File: src/rtl/div_pkg.sv
// Shared types and constants for the divider request sequencer.
// The state enum and the divide-by-zero bypass pattern live here.
package div_pkg;

    typedef enum logic [2:0] {
        StIdle,
        StStart,
        StArm,
        StWait,
        StResp
    } state_e;

    localparam int unsigned MaxN = 32;

    // Sliced to N bits at the use site.
    localparam logic [MaxN-1:0] BypassQuotAllOnes = '1;

endpackage

File: src/rtl/div_sequencer_if.sv
// Request, divider-side and response signals of div_sequencer.
// slave is the sequencer view; master is the surrounding environment view.
interface div_sequencer_if #(
    parameter int unsigned N = 4
) ();

    logic           req_valid;
    logic           req_ready;
    logic [N-1:0]   req_dividend;
    logic [N-1:0]   req_divisor;

    logic [N-1:0]   div_dividend;
    logic [N-1:0]   div_divisor;
    logic           div_start_n;
    logic [N-1:0]   div_quotient;
    logic [2*N-1:0] div_remainder;
    logic           div_done;
    logic           div_error;

    logic           rsp_valid;
    logic           rsp_ready;
    logic [N-1:0]   rsp_quotient;
    logic [2*N-1:0] rsp_remainder;
    logic           rsp_error;

    modport slave (
        input  req_valid, req_dividend, req_divisor,
        output req_ready,
        output div_dividend, div_divisor, div_start_n,
        input  div_quotient, div_remainder, div_done, div_error,
        output rsp_valid, rsp_quotient, rsp_remainder, rsp_error,
        input  rsp_ready
    );

    modport master (
        output req_valid, req_dividend, req_divisor,
        input  req_ready,
        input  div_dividend, div_divisor, div_start_n,
        output div_quotient, div_remainder, div_done, div_error,
        input  rsp_valid, rsp_quotient, rsp_remainder, rsp_error,
        output rsp_ready
    );

endinterface

File: src/rtl/div_req_fifo.sv
// In-order request FIFO; pointers carry a wrap bit so full/empty need no counter.
// Push is ignored when full and pop when empty.
module div_req_fifo #(
    parameter int unsigned Width = 8,
    parameter int unsigned Depth = 4
) (
    input  logic                   clk_i,
    input  logic                   rst_ni,
    input  logic                   push_i,
    input  logic [Width-1:0]       wdata_i,
    input  logic                   pop_i,
    output logic [Width-1:0]       rdata_o,
    output logic                   full_o,
    output logic                   empty_o,
    output logic [$clog2(Depth):0] count_o
);

    localparam int unsigned AddrW = $clog2(Depth);

    logic [AddrW:0]   wr_ptr_q, wr_ptr_d;
    logic [AddrW:0]   rd_ptr_q, rd_ptr_d;
    logic [Width-1:0] mem_q [Depth];
    logic             do_push;
    logic             do_pop;

    always_comb begin
        full_o   = (wr_ptr_q[AddrW] != rd_ptr_q[AddrW]) &&
                   (wr_ptr_q[AddrW-1:0] == rd_ptr_q[AddrW-1:0]);
        empty_o  = (wr_ptr_q == rd_ptr_q);
        do_push  = push_i && !full_o;
        do_pop   = pop_i && !empty_o;
        wr_ptr_d = wr_ptr_q + {{AddrW{1'b0}}, do_push};
        rd_ptr_d = rd_ptr_q + {{AddrW{1'b0}}, do_pop};
        count_o  = wr_ptr_q - rd_ptr_q;
        rdata_o  = mem_q[rd_ptr_q[AddrW-1:0]];
    end

    always_ff @(posedge clk_i or negedge rst_ni) begin
        if (!rst_ni) begin
            wr_ptr_q <= '0;
            rd_ptr_q <= '0;
        end else begin
            wr_ptr_q <= wr_ptr_d;
            rd_ptr_q <= rd_ptr_d;
        end
    end

    // Storage needs no reset: entries are only read between push and pop.
    always_ff @(posedge clk_i) begin
        if (do_push) begin
            mem_q[wr_ptr_q[AddrW-1:0]] <= wdata_i;
        end
    end

endmodule

File: src/rtl/div_sequencer.sv
// Buffers division requests and issues them one at a time to the iterative divider.
// Optional DIV_ZERO_BYPASS_EN answers divide-by-zero requests locally without issuing.
module div_sequencer
    import div_pkg::*;
#(
    parameter int unsigned N     = 4,
    parameter int unsigned DEPTH = 4
) (
    input  logic            clk,
    input  logic            rst,
    div_sequencer_if.slave  bus,
    output logic            busy
);

    state_e                 state_q, state_d;
    logic [N-1:0]           opa_q, opa_d;
    logic [N-1:0]           opb_q, opb_d;
    logic                   rsp_valid_q, rsp_valid_d;
    logic [N-1:0]           rsp_quot_q, rsp_quot_d;
    logic [2*N-1:0]         rsp_rem_q, rsp_rem_d;
    logic                   rsp_err_q, rsp_err_d;

    logic                   fifo_pop;
    logic [2*N-1:0]         fifo_rdata;
    logic                   fifo_full;
    logic                   fifo_empty;
    logic [$clog2(DEPTH):0] fifo_count;
    logic [N-1:0]           head_dividend;
    logic [N-1:0]           head_divisor;

    div_req_fifo #(
        .Width (2 * N),
        .Depth (DEPTH)
    ) u_fifo (
        .clk_i   (clk),
        .rst_ni  (rst),
        .push_i  (bus.req_valid),
        .wdata_i ({bus.req_dividend, bus.req_divisor}),
        .pop_i   (fifo_pop),
        .rdata_o (fifo_rdata),
        .full_o  (fifo_full),
        .empty_o (fifo_empty),
        .count_o (fifo_count)
    );

    assign head_dividend = fifo_rdata[2*N-1:N];
    assign head_divisor  = fifo_rdata[N-1:0];

    always_comb begin
        state_d     = state_q;
        opa_d       = opa_q;
        opb_d       = opb_q;
        rsp_valid_d = rsp_valid_q;
        rsp_quot_d  = rsp_quot_q;
        rsp_rem_d   = rsp_rem_q;
        rsp_err_d   = rsp_err_q;
        fifo_pop    = 1'b0;

        case (state_q)
            StIdle: begin
                if (!fifo_empty) begin
                    fifo_pop = 1'b1;
                    opa_d    = head_dividend;
                    opb_d    = head_divisor;
`ifdef DIV_ZERO_BYPASS_EN
                    if (head_divisor == '0) begin
                        rsp_valid_d = 1'b1;
                        rsp_quot_d  = BypassQuotAllOnes[N-1:0];
                        rsp_rem_d   = {{N{1'b0}}, head_dividend};
                        rsp_err_d   = 1'b1;
                        state_d     = StResp;
                    end else begin
                        state_d = StStart;
                    end
`else
                    state_d = StStart;
`endif
                end
            end
            StStart: state_d = StArm;
            // done may still be high from the previous operation here.
            StArm:   state_d = StWait;
            StWait: begin
                if (bus.div_done) begin
                    rsp_valid_d = 1'b1;
                    rsp_quot_d  = bus.div_quotient;
                    rsp_rem_d   = bus.div_remainder;
                    rsp_err_d   = bus.div_error;
                    state_d     = StResp;
                end
            end
            StResp: begin
                if (bus.rsp_ready) begin
                    rsp_valid_d = 1'b0;
                    state_d     = StIdle;
                end
            end
            default: state_d = StIdle;
        endcase
    end

    always_ff @(posedge clk or negedge rst) begin
        if (!rst) begin
            state_q     <= StIdle;
            opa_q       <= '0;
            opb_q       <= '0;
            rsp_valid_q <= 1'b0;
            rsp_quot_q  <= '0;
            rsp_rem_q   <= '0;
            rsp_err_q   <= 1'b0;
        end else begin
            state_q     <= state_d;
            opa_q       <= opa_d;
            opb_q       <= opb_d;
            rsp_valid_q <= rsp_valid_d;
            rsp_quot_q  <= rsp_quot_d;
            rsp_rem_q   <= rsp_rem_d;
            rsp_err_q   <= rsp_err_d;
        end
    end

    assign bus.req_ready     = !fifo_full;
    assign bus.div_dividend  = opa_q;
    assign bus.div_divisor   = opb_q;
    assign bus.div_start_n   = (state_q != StStart);
    assign bus.rsp_valid     = rsp_valid_q;
    assign bus.rsp_quotient  = rsp_quot_q;
    assign bus.rsp_remainder = rsp_rem_q;
    assign bus.rsp_error     = rsp_err_q;
    assign busy              = (state_q != StIdle) || (fifo_count != '0);

endmodule

File: src/flat_wrapper.sv
// flat-port wrapper written by rule: the top's interface ports become plain ports
module div_sequencer_flat import div_pkg::*;
#(
    parameter int unsigned N     = 4,
    parameter int unsigned DEPTH = 4
)
  (clk, rst, busy, bus_req_valid, bus_req_dividend, bus_req_divisor, bus_req_ready, bus_div_dividend, bus_div_divisor, bus_div_start_n, bus_div_quotient, bus_div_remainder, bus_div_done, bus_div_error, bus_rsp_valid, bus_rsp_quotient, bus_rsp_remainder, bus_rsp_error, bus_rsp_ready);
  div_sequencer_if #(.N(N)) bus_i ();
  input  logic clk;
  input  logic rst;
  output logic busy;
  input wire logic [$bits(bus_i.req_valid)-1:0] bus_req_valid;
  input wire logic [$bits(bus_i.req_dividend)-1:0] bus_req_dividend;
  input wire logic [$bits(bus_i.req_divisor)-1:0] bus_req_divisor;
  output wire logic [$bits(bus_i.req_ready)-1:0] bus_req_ready;
  output wire logic [$bits(bus_i.div_dividend)-1:0] bus_div_dividend;
  output wire logic [$bits(bus_i.div_divisor)-1:0] bus_div_divisor;
  output wire logic [$bits(bus_i.div_start_n)-1:0] bus_div_start_n;
  input wire logic [$bits(bus_i.div_quotient)-1:0] bus_div_quotient;
  input wire logic [$bits(bus_i.div_remainder)-1:0] bus_div_remainder;
  input wire logic [$bits(bus_i.div_done)-1:0] bus_div_done;
  input wire logic [$bits(bus_i.div_error)-1:0] bus_div_error;
  output wire logic [$bits(bus_i.rsp_valid)-1:0] bus_rsp_valid;
  output wire logic [$bits(bus_i.rsp_quotient)-1:0] bus_rsp_quotient;
  output wire logic [$bits(bus_i.rsp_remainder)-1:0] bus_rsp_remainder;
  output wire logic [$bits(bus_i.rsp_error)-1:0] bus_rsp_error;
  input wire logic [$bits(bus_i.rsp_ready)-1:0] bus_rsp_ready;
  assign bus_i.req_valid = bus_req_valid;
  assign bus_i.req_dividend = bus_req_dividend;
  assign bus_i.req_divisor = bus_req_divisor;
  assign bus_req_ready = bus_i.req_ready;
  assign bus_div_dividend = bus_i.div_dividend;
  assign bus_div_divisor = bus_i.div_divisor;
  assign bus_div_start_n = bus_i.div_start_n;
  assign bus_i.div_quotient = bus_div_quotient;
  assign bus_i.div_remainder = bus_div_remainder;
  assign bus_i.div_done = bus_div_done;
  assign bus_i.div_error = bus_div_error;
  assign bus_rsp_valid = bus_i.rsp_valid;
  assign bus_rsp_quotient = bus_i.rsp_quotient;
  assign bus_rsp_remainder = bus_i.rsp_remainder;
  assign bus_rsp_error = bus_i.rsp_error;
  assign bus_i.rsp_ready = bus_rsp_ready;
  div_sequencer #(.N(N), .DEPTH(DEPTH)) u_core (.clk(clk), .rst(rst), .bus(bus_i), .busy(busy));
endmodule
File: config.mk
export PLATFORM = sky130hd
export DESIGN_NAME = div_sequencer_flat
export DESIGN_NICKNAME = d
export VERILOG_FILES = /design/src/rtl/div_pkg.sv /design/src/rtl/div_sequencer_if.sv /design/src/rtl/div_req_fifo.sv /design/src/rtl/div_sequencer.sv /design/src/flat_wrapper.sv
export SDC_FILE = /design/constraint.sdc
export NUM_CORES = 1
export LEC_CHECK = 0
export ABC_AREA = 1
export CORE_MARGIN = 5
export CORE_UTILIZATION = 30
export CTS_BUF_LIST = sky130_fd_sc_hd__clkbuf_2 sky130_fd_sc_hd__clkbuf_4 sky130_fd_sc_hd__clkbuf_8
export DETAILED_ROUTE_END_ITERATION = 8
export GPL_TIMING_DRIVEN = 0
export MAX_ROUTING_LAYER = met4
export PLACE_DENSITY = 0.6
export SLEW_MARGIN = 40
export SYNTH_ARGS = -nofsm -noshare
export SYNTH_HDL_FRONTEND = slang
export SYNTH_SLANG_ARGS = --single-unit
File: constraint.sdc
create_clock -name clk -period 2.7 [get_ports clk]
set_input_delay 0.405 -clock clk [delete_from_list [all_inputs] [get_ports clk]]
set_output_delay 0.405 -clock clk [all_outputs]
set_load 0.01 [all_outputs]
==> key figures <==
Placed design
  – Routability Congestion: 0.714
  – Placed Area: 3320 um^2
  – DP HPWL: 3.87 mm
  – I/O Buffers: 50

Die
  – Chip height: 104 um
  – Row count: 34
  – Die area: between 10000 and 15000 um^2
  – Initial Util: 30.5%
  – Die width: 104 um
  – Io pins: 51
  – Core area: 8640 um^2

STA
  – Slew HR: between 40% and 50%
  – Final worst path period share: just over 90%
  – RSZ-0062 raised after global routing: no
  – Clock Skews: 9.93 ps
  – Period minus WS final: 2500 ps
  – Final setup violation count: 0
  – Final Max Slew Viols: 0
  – Final hold vios: 0
  – Worst-margin pin slew: 796 ps
  – Maximum operating frequency: ~400 MHz
  – TNS Setup: 0 ps
  – Hold slack: 468 ps

Setup path
  – Worst setup SP type: flop
  – Max FO, Critical Path: 9
  – CP Class: reg -> out
  – Critical Path RT: 2300 ps
  – Crit path arrival time: between 2000 and 2500 ps
  – Worst Setup End Kind: primary output
  – FF-to-FF Start: u_core.u_fifo.rd_ptr_q[1]$_DFF_PN0_
  – CP startpoint: u_core.u_fifo.rd_ptr_q[1]$_DFF_PN0_

Finish
  – Layout cells sized above 1: 12.2%
  – Area Growth Syn to Fin: 34.1%
  – Commonest non-fill, non-tap cell in the layout: nand2_1
  – Post-Layout Inst Area: 3540 um^2
  – Net count reported at finish: roughly 350
  – Core Util, Final: roughly two fifths
  – Commonest non-fill, non-tap cells in the layout: nand2_1, clkdlybuf4s50_1, nor2_1
  – ANT cells: 0

Pwr
  – VDD IR max: 0.347 mV
  – Lkg Pwr: 1.56 nW
  – Internal power: 2.53 mW
  – Switching Share: 37.0%
  – Clock share of power: 19.7%
  – Power share of the combinational group: about two fifths
  – Net Sw Power: 1.48 mW
  – Reg power frac: a little under two fifths
  – Power Density: 1130 nW/um^2

Detailed routing
  – Drt via density: 4.29
  – Residual DRC: 0
  – Vias: 1830
  – DRT iter0 DRCs: 135
  – Wire per inst: between 10 and 15 um
  – Routed Antenna Nets: 0
  – Routed wire length: between 5 and 6 mm
  – DRT Pass-1 Iters: 4

Clocking
  – CTS tree: yes
  – Clk buf depth: 2
  – H-tree depth: 3
  – CTS Root Cell: clkbuf_8
  – # clock sinks: 63
  – Worst-path clk slew: 70 ps
  – Clock latency on the worst-skew pair: 330 ps
  – TritonCTS Buffers: 9

Flow run
  – Maxcap violations: 0

Status
  – Status: finished, final reports clean

Synth
  – Register bit count reported by yosys: 63
  – Synth Instances: 250
  – Mapped Nets: approximately 280
  – Synth Cell Area: 2640 um^2
  – Mean Syn Cell Area: 10.6 um^2
  – Seq/Total Area, Yosys: 65.8%
  – Yosys warning total: 0
  – Distinct cells, synth: 23

GRT
  – Vias in the first global route: 1827
  – Overall global routing resource usage: 10.8%
  – First-pass GRT wire length: ~9 mm
  – Largest net degree at the start of global routing: 23
  – Initial antenna violation count: 0
  – Congestion Overflow GR: 0

Min path
  – Hold Crit Class: reg -> reg
  – Launch point of the worst hold path: u_core.bus.rsp_remainder[6]$_DFFE_PN0P_
## registers in the layout, indices dropped and copies added, names as in the netlist
register                  count
u_core.bus.div_divisor        4
u_core.bus.rsp_quotient       4
u_core.u_fifo.rd_ptr_q        3
u_core.u_fifo.wr_ptr_q        3
u_core.bus.rsp_valid          1
u_core.u_fifo.mem_q          32
u_core.bus.rsp_error          1
u_core.bus.div_dividend       4
u_core.bus.rsp_remainder      8
u_core.state_q                3
## area by class of cell
class / count / area (um^2)
Multi-Input combinational cell: 164 / 808
Fill cell: 830 / 5100
Clock buffer: 9 / 124
Inverter: 16 / 62.6
Timing Repair Buffer: 53 / 543
Tap cell: 108 / 135
Buffer: 7 / 55.1
Clock inverter: 7 / 72.6
Sequential cell: 63 / 1740
## synth_stat cells
master | n | area, um^2
fa_1 | 1 | 20.0
edfxtp_1 | 32 | 961
nand2_2 | 3 | 18.8
o211ai_1 | 1 | 7.51
nor2_2 | 1 | 6.26
xor2_1 | 3 | 26.3
ha_1 | 6 | 75.1
inv_2 | 3 | 11.3
nand2_4 | 2 | 22.5
dfrtp_1 | 31 | 776
buf_6 | 2 | 22.5
buf_4 | 2 | 15.0
nand3_1 | 20 | 100
buf_2 | 2 | 10.0
nor3_1 | 4 | 20.0
nor2_4 | 1 | 11.3
and3_1 | 1 | 6.26
o21ai_0 | 13 | 65.1
o21ai_1 | 3 | 15.0
inv_1 | 13 | 48.8
nor2_1 | 33 | 124
clkbuf_2 | 1 | 5.00
nand2_1 | 72 | 270
## what timing repair did
| action | 4_1_cts | 5_1_grt |
|---|---|---|
| resized for setup | 0 | 3 |
| endpoints found under the hold margin | 9 | 0 |
| hold buffers | 1 | 0 |
| setup endpoints to repair | 1 | 2 |
| buffers inserted | 1 | 0 |
| cloned | 0 | 0 |
## layer usage
layer,vias to the layer above,part of all wire [%],GRT usage (%)
met4,0,1.8,5.00
met3,8,2.1,2.67
met5,-,0,-
met2,21,49,16.7
met1,854,48,13.4
li1,947,-,-
## power groups by stage
stage / sequential (mW) / clock (mW) / combinational (mW)
2_1_floorplan: 1.60 / 0 / 0.916
3_3_place_gp: 1.55 / 0 / 1.64
3_5_place_dp: 1.56 / 0 / 1.68
4_1_cts: 1.54 / 0.813 / 1.71
5_1_grt: 1.58 / 0.864 / 1.91
6_report: 1.54 / 0.791 / 1.69
## worst paths after layout
| kind | to | cells after the start | slack (ps) |
|---|---|---|---|
| max in group asynchronous | u_core.u_fifo.wr_ptr_q[0]$_DFF_PN0_ | 3 | 1800 |
| min reg2reg | u_core.bus.rsp_remainder[6]$_DFFE_PN0P_ | 2 | 470 |
| min | u_core.bus.rsp_remainder[6]$_DFFE_PN0P_ | 2 | 470 |
| min in group asynchronous | u_core.bus.rsp_remainder[0]$_DFFE_PN0P_ | 2 | 490 |
| max reg2reg | u_core.u_fifo.mem_q[2][1]$_DFFE_PP_ | 8 | 320 |
| max | bus_req_ready | 7 | 200 |
## worst max-delay path: stages, from the launching register on
cell,delay (ps)
dfrtp_1,410
clkbuf_4,210
inv_4,130
ha_1,240
nand2_1,60
inv_1,60
nand3_1,90
clkdlybuf4s50_1,560
## through the flow
stage	setup WS (ps)	total power [mW]	instances
floorplan	457	2.52	250
global placement	-136	3.19	408
detailed placement	225	3.25	409
CTS	11.2	4.06	427
global route	57.0	4.35	427
finish	204	4.01	427
## logic make-up after synthesis
family | synth area share, %
and+or+nand+nor | 22.0
DFF | 65.8
buffers and inverters | 4.27
AOI/OAI and AO/OA | 3.32
adders and majority gates | 3.61
xor gates and xnor gates | 0.996
Note: power is estimated with default switching activity, not from simulation.
==> patch: new RTL, same settings <==
Build with the macro `DIV_ZERO_BYPASS_EN` defined.
--- a/src/rtl/div_sequencer.sv
+++ b/src/rtl/div_sequencer.sv
@@ -1,5 +1,7 @@
 // Buffers division requests and issues them one at a time to the iterative divider.
 // Optional DIV_ZERO_BYPASS_EN answers divide-by-zero requests locally without issuing.
+`define DIV_ZERO_BYPASS_EN
+
 module div_sequencer
     import div_pkg::*;
 #(
Behaviour: not the same (a bounded check fails within 4 cycles, from zero or initial values and one cycle with rst low).
==> patch against the original RTL <==
- register-to-register slack got worse by 60 ps
- combinational power increased by 23%
- utilization shrank 1.2 points
- wire length up 12%
- sequential cell count is the same
- critical path type unchanged
- maximum frequency down 1.0%
- setup slack lost 26 ps
- synthesized area is 4.6% higher
- first-iteration DRC count shrank 38%
- non-clock buffer count grew 1
- power grew 8.4%
- design area grew 2.4%
==> patch: results (changes against the original RTL) <==
- FF-to-FF End: u_core.u_fifo.mem_q[0][6] (was u_core.u_fifo.mem_q[2][1])
- Tightest Pin Transition: 824 ps (was 796 ps)
- H-tree level count: 3 (unchanged)
- Vias in the first global route: 1983 (was 1827)
- Routability cong.: 0.708 (was 0.714)
- Critical path launch point: u_core.u_fifo.rd_ptr_q[1] (unchanged)
- CTS clk-pin slew, worst paths: 70 ps (about the same)
- GRT Util Overall: 11.5% (was 10.8%)
- First-pass GRT wire length: 9690 um (was 9050 um)
- Cell Area, Placed: 0.00344 mm2 (was 0.00332 mm2)
- Final nets: 364 (was 347)
- FILL cells: 913 (was 830)
- Final wirelength: 6050 um (was 5410 um)
- HPWL after detailed placement: 4460 um (was 3870 um)
- DR iter-0 viols: 84 (was 135)
- Commonest cells in the netlist: nand2_1, edfxtp_1, dfrtp_1 (was nand2_1, nor2_1, edfxtp_1)
- Share of layout cells above drive strength 1: 13.9% (was 12.2%)
- R2R Setup Slk: 260 ps (was 320 ps)
- Number of synthesized flops with an enable pin: 32 (unchanged)
- Asr flop ratio synth: 49.2% (unchanged)
- Grt met2 use: 19.6% (was 16.7%)
- Ant. Diodes: 0 (unchanged)
- Met1 GRT Util: 12.9% (was 13.4%)
- Worst-path maximum fanout: 9 (unchanged)
- VDD IR max: 0.000374 V (was 0.000347 V)
- Critical path arrival: 2120 ps (was 2090 ps)
- Via density: 4.46 (was 4.29)
- Post-synth top area share: 34.8% (was 36.4%)
- Top post-synthesis cells by area: edfxtp_1, dfrtp_1, nand2_1 (unchanged)
- Int Power: 0.00260 W (was 0.00253 W)
- Pin count of the biggest net entering global routing: 18 (was 23)
- Clock Latency Late Sink: 340 ps
- Syn nets: 301 (was 283)
- Worst Clk Skew: 7.61 ps (was 9.93 ps)
- Seq/Total Area, Yosys: 63.0% (was 65.8%)
- Unique masters post-synth: 27 (was 23)
- Outcome: completed (unchanged)
- Grt met3 use: 4.10% (was 2.67%)
- Reg2Reg Depth: 8 (unchanged)
- Static leakage power: 1.57 nW (was 1.56 nW)
[patch: power by group through the flow]
| stage | combinational (W) | clock, W | sequential, W |
|---|---|---|---|
| after global placement | 0.00204 | 0 | 0.00159 |
| after CTS | 0.00212 | 0.000720 | 0.00158 |
| after floorplan | 0.00125 | 0 | 0.00162 |
| after global routing | 0.00232 | 0.000768 | 0.00162 |
| after detailed placement | 0.00211 | 0 | 0.00160 |
| final | 0.00208 | 0.000701 | 0.00158 |
[patch: timing repair]
item / in CTS / in global routing
endpoints found under the hold margin: 14 / 0
hold buffers: 1 / 0
endpoints found under the setup margin: 1 / 1
resized for setup: 1 / 1
buffers inserted: 0 / 0
[patch: how the worst min path moves through the flow]
| stage | startpoint | end | slack, ps | depth (start not counted) |
|---|---|---|---|---|
| after global routing | u_core.bus.rsp_remainder[7] | u_core.bus.rsp_remainder[7] | 500 | 2 |
| after global placement | u_core.bus.rsp_quotient[1] | u_core.bus.rsp_quotient[1] | 460 | 2 |
| final | u_core.bus.rsp_remainder[5] | u_core.bus.rsp_remainder[5] | 470 | 2 |
| after CTS | u_core.bus.rsp_valid | u_core.bus.rsp_valid | 470 | 2 |
| after detailed placement | rst | u_core.u_fifo.wr_ptr_q[0] | 360 | 1 |
| after floorplan | rst | u_core.bus.div_dividend[0] | 110 | 0 |
[patch: cell families after synthesis]
kind of cell	Yosys count	share of synthesized area (%)
xor+xnor	4	1.27
buf+inv	25	4.99
fa+ha+maj	6	2.72
simple gates	151	23.7
compound gates	20	4.31
flops	63	63.0
[patch: per-layer routing]
layer | wire length [um] | vias to the layer above
li1 | - | 1008
met1 | 2540 | 933
met2 | 3110 | 50
met3 | 352 | 6
met4 | 37 | 0
met5 | 0 | -
[patch: layout make-up]
cell class              count  area share, %
plain buffers               9           2.07
clock buffers              10           3.63
clock inverters             6           1.04
inverters                  16           1.80
multi-input cells         181           24.9
flip-flops and latches     63           47.9
well taps                 111           3.83
repair buffers             52           14.8
[patch: metrics by stage]
stage / setup WS, ps / std cells / utilization, % / TNS, ps / hold WS (ps)
after floorplan: 439 / 269 / - / 0 / 109
after global placement: -231 / 430 / 37.3 / -6240 / 457
after detailed placement: 150 / 431 / 37.8 / 0 / 356
after CTS: 55.4 / 448 / 39.8 / 0 / 475
after global routing: 42.9 / 448 / 39.8 / 0 / 496
final: 179 / 448 / 39.8 / 0 / 472
[patch: critical path, stage by stage, from the launching register on]
cell and delay (ps):
dfrtp_1 380, buf_4 180, inv_4 120, ha_1 260
nand2_1 110, inv_1 80, nand2_1 100, clkdlybuf4s50_1 540
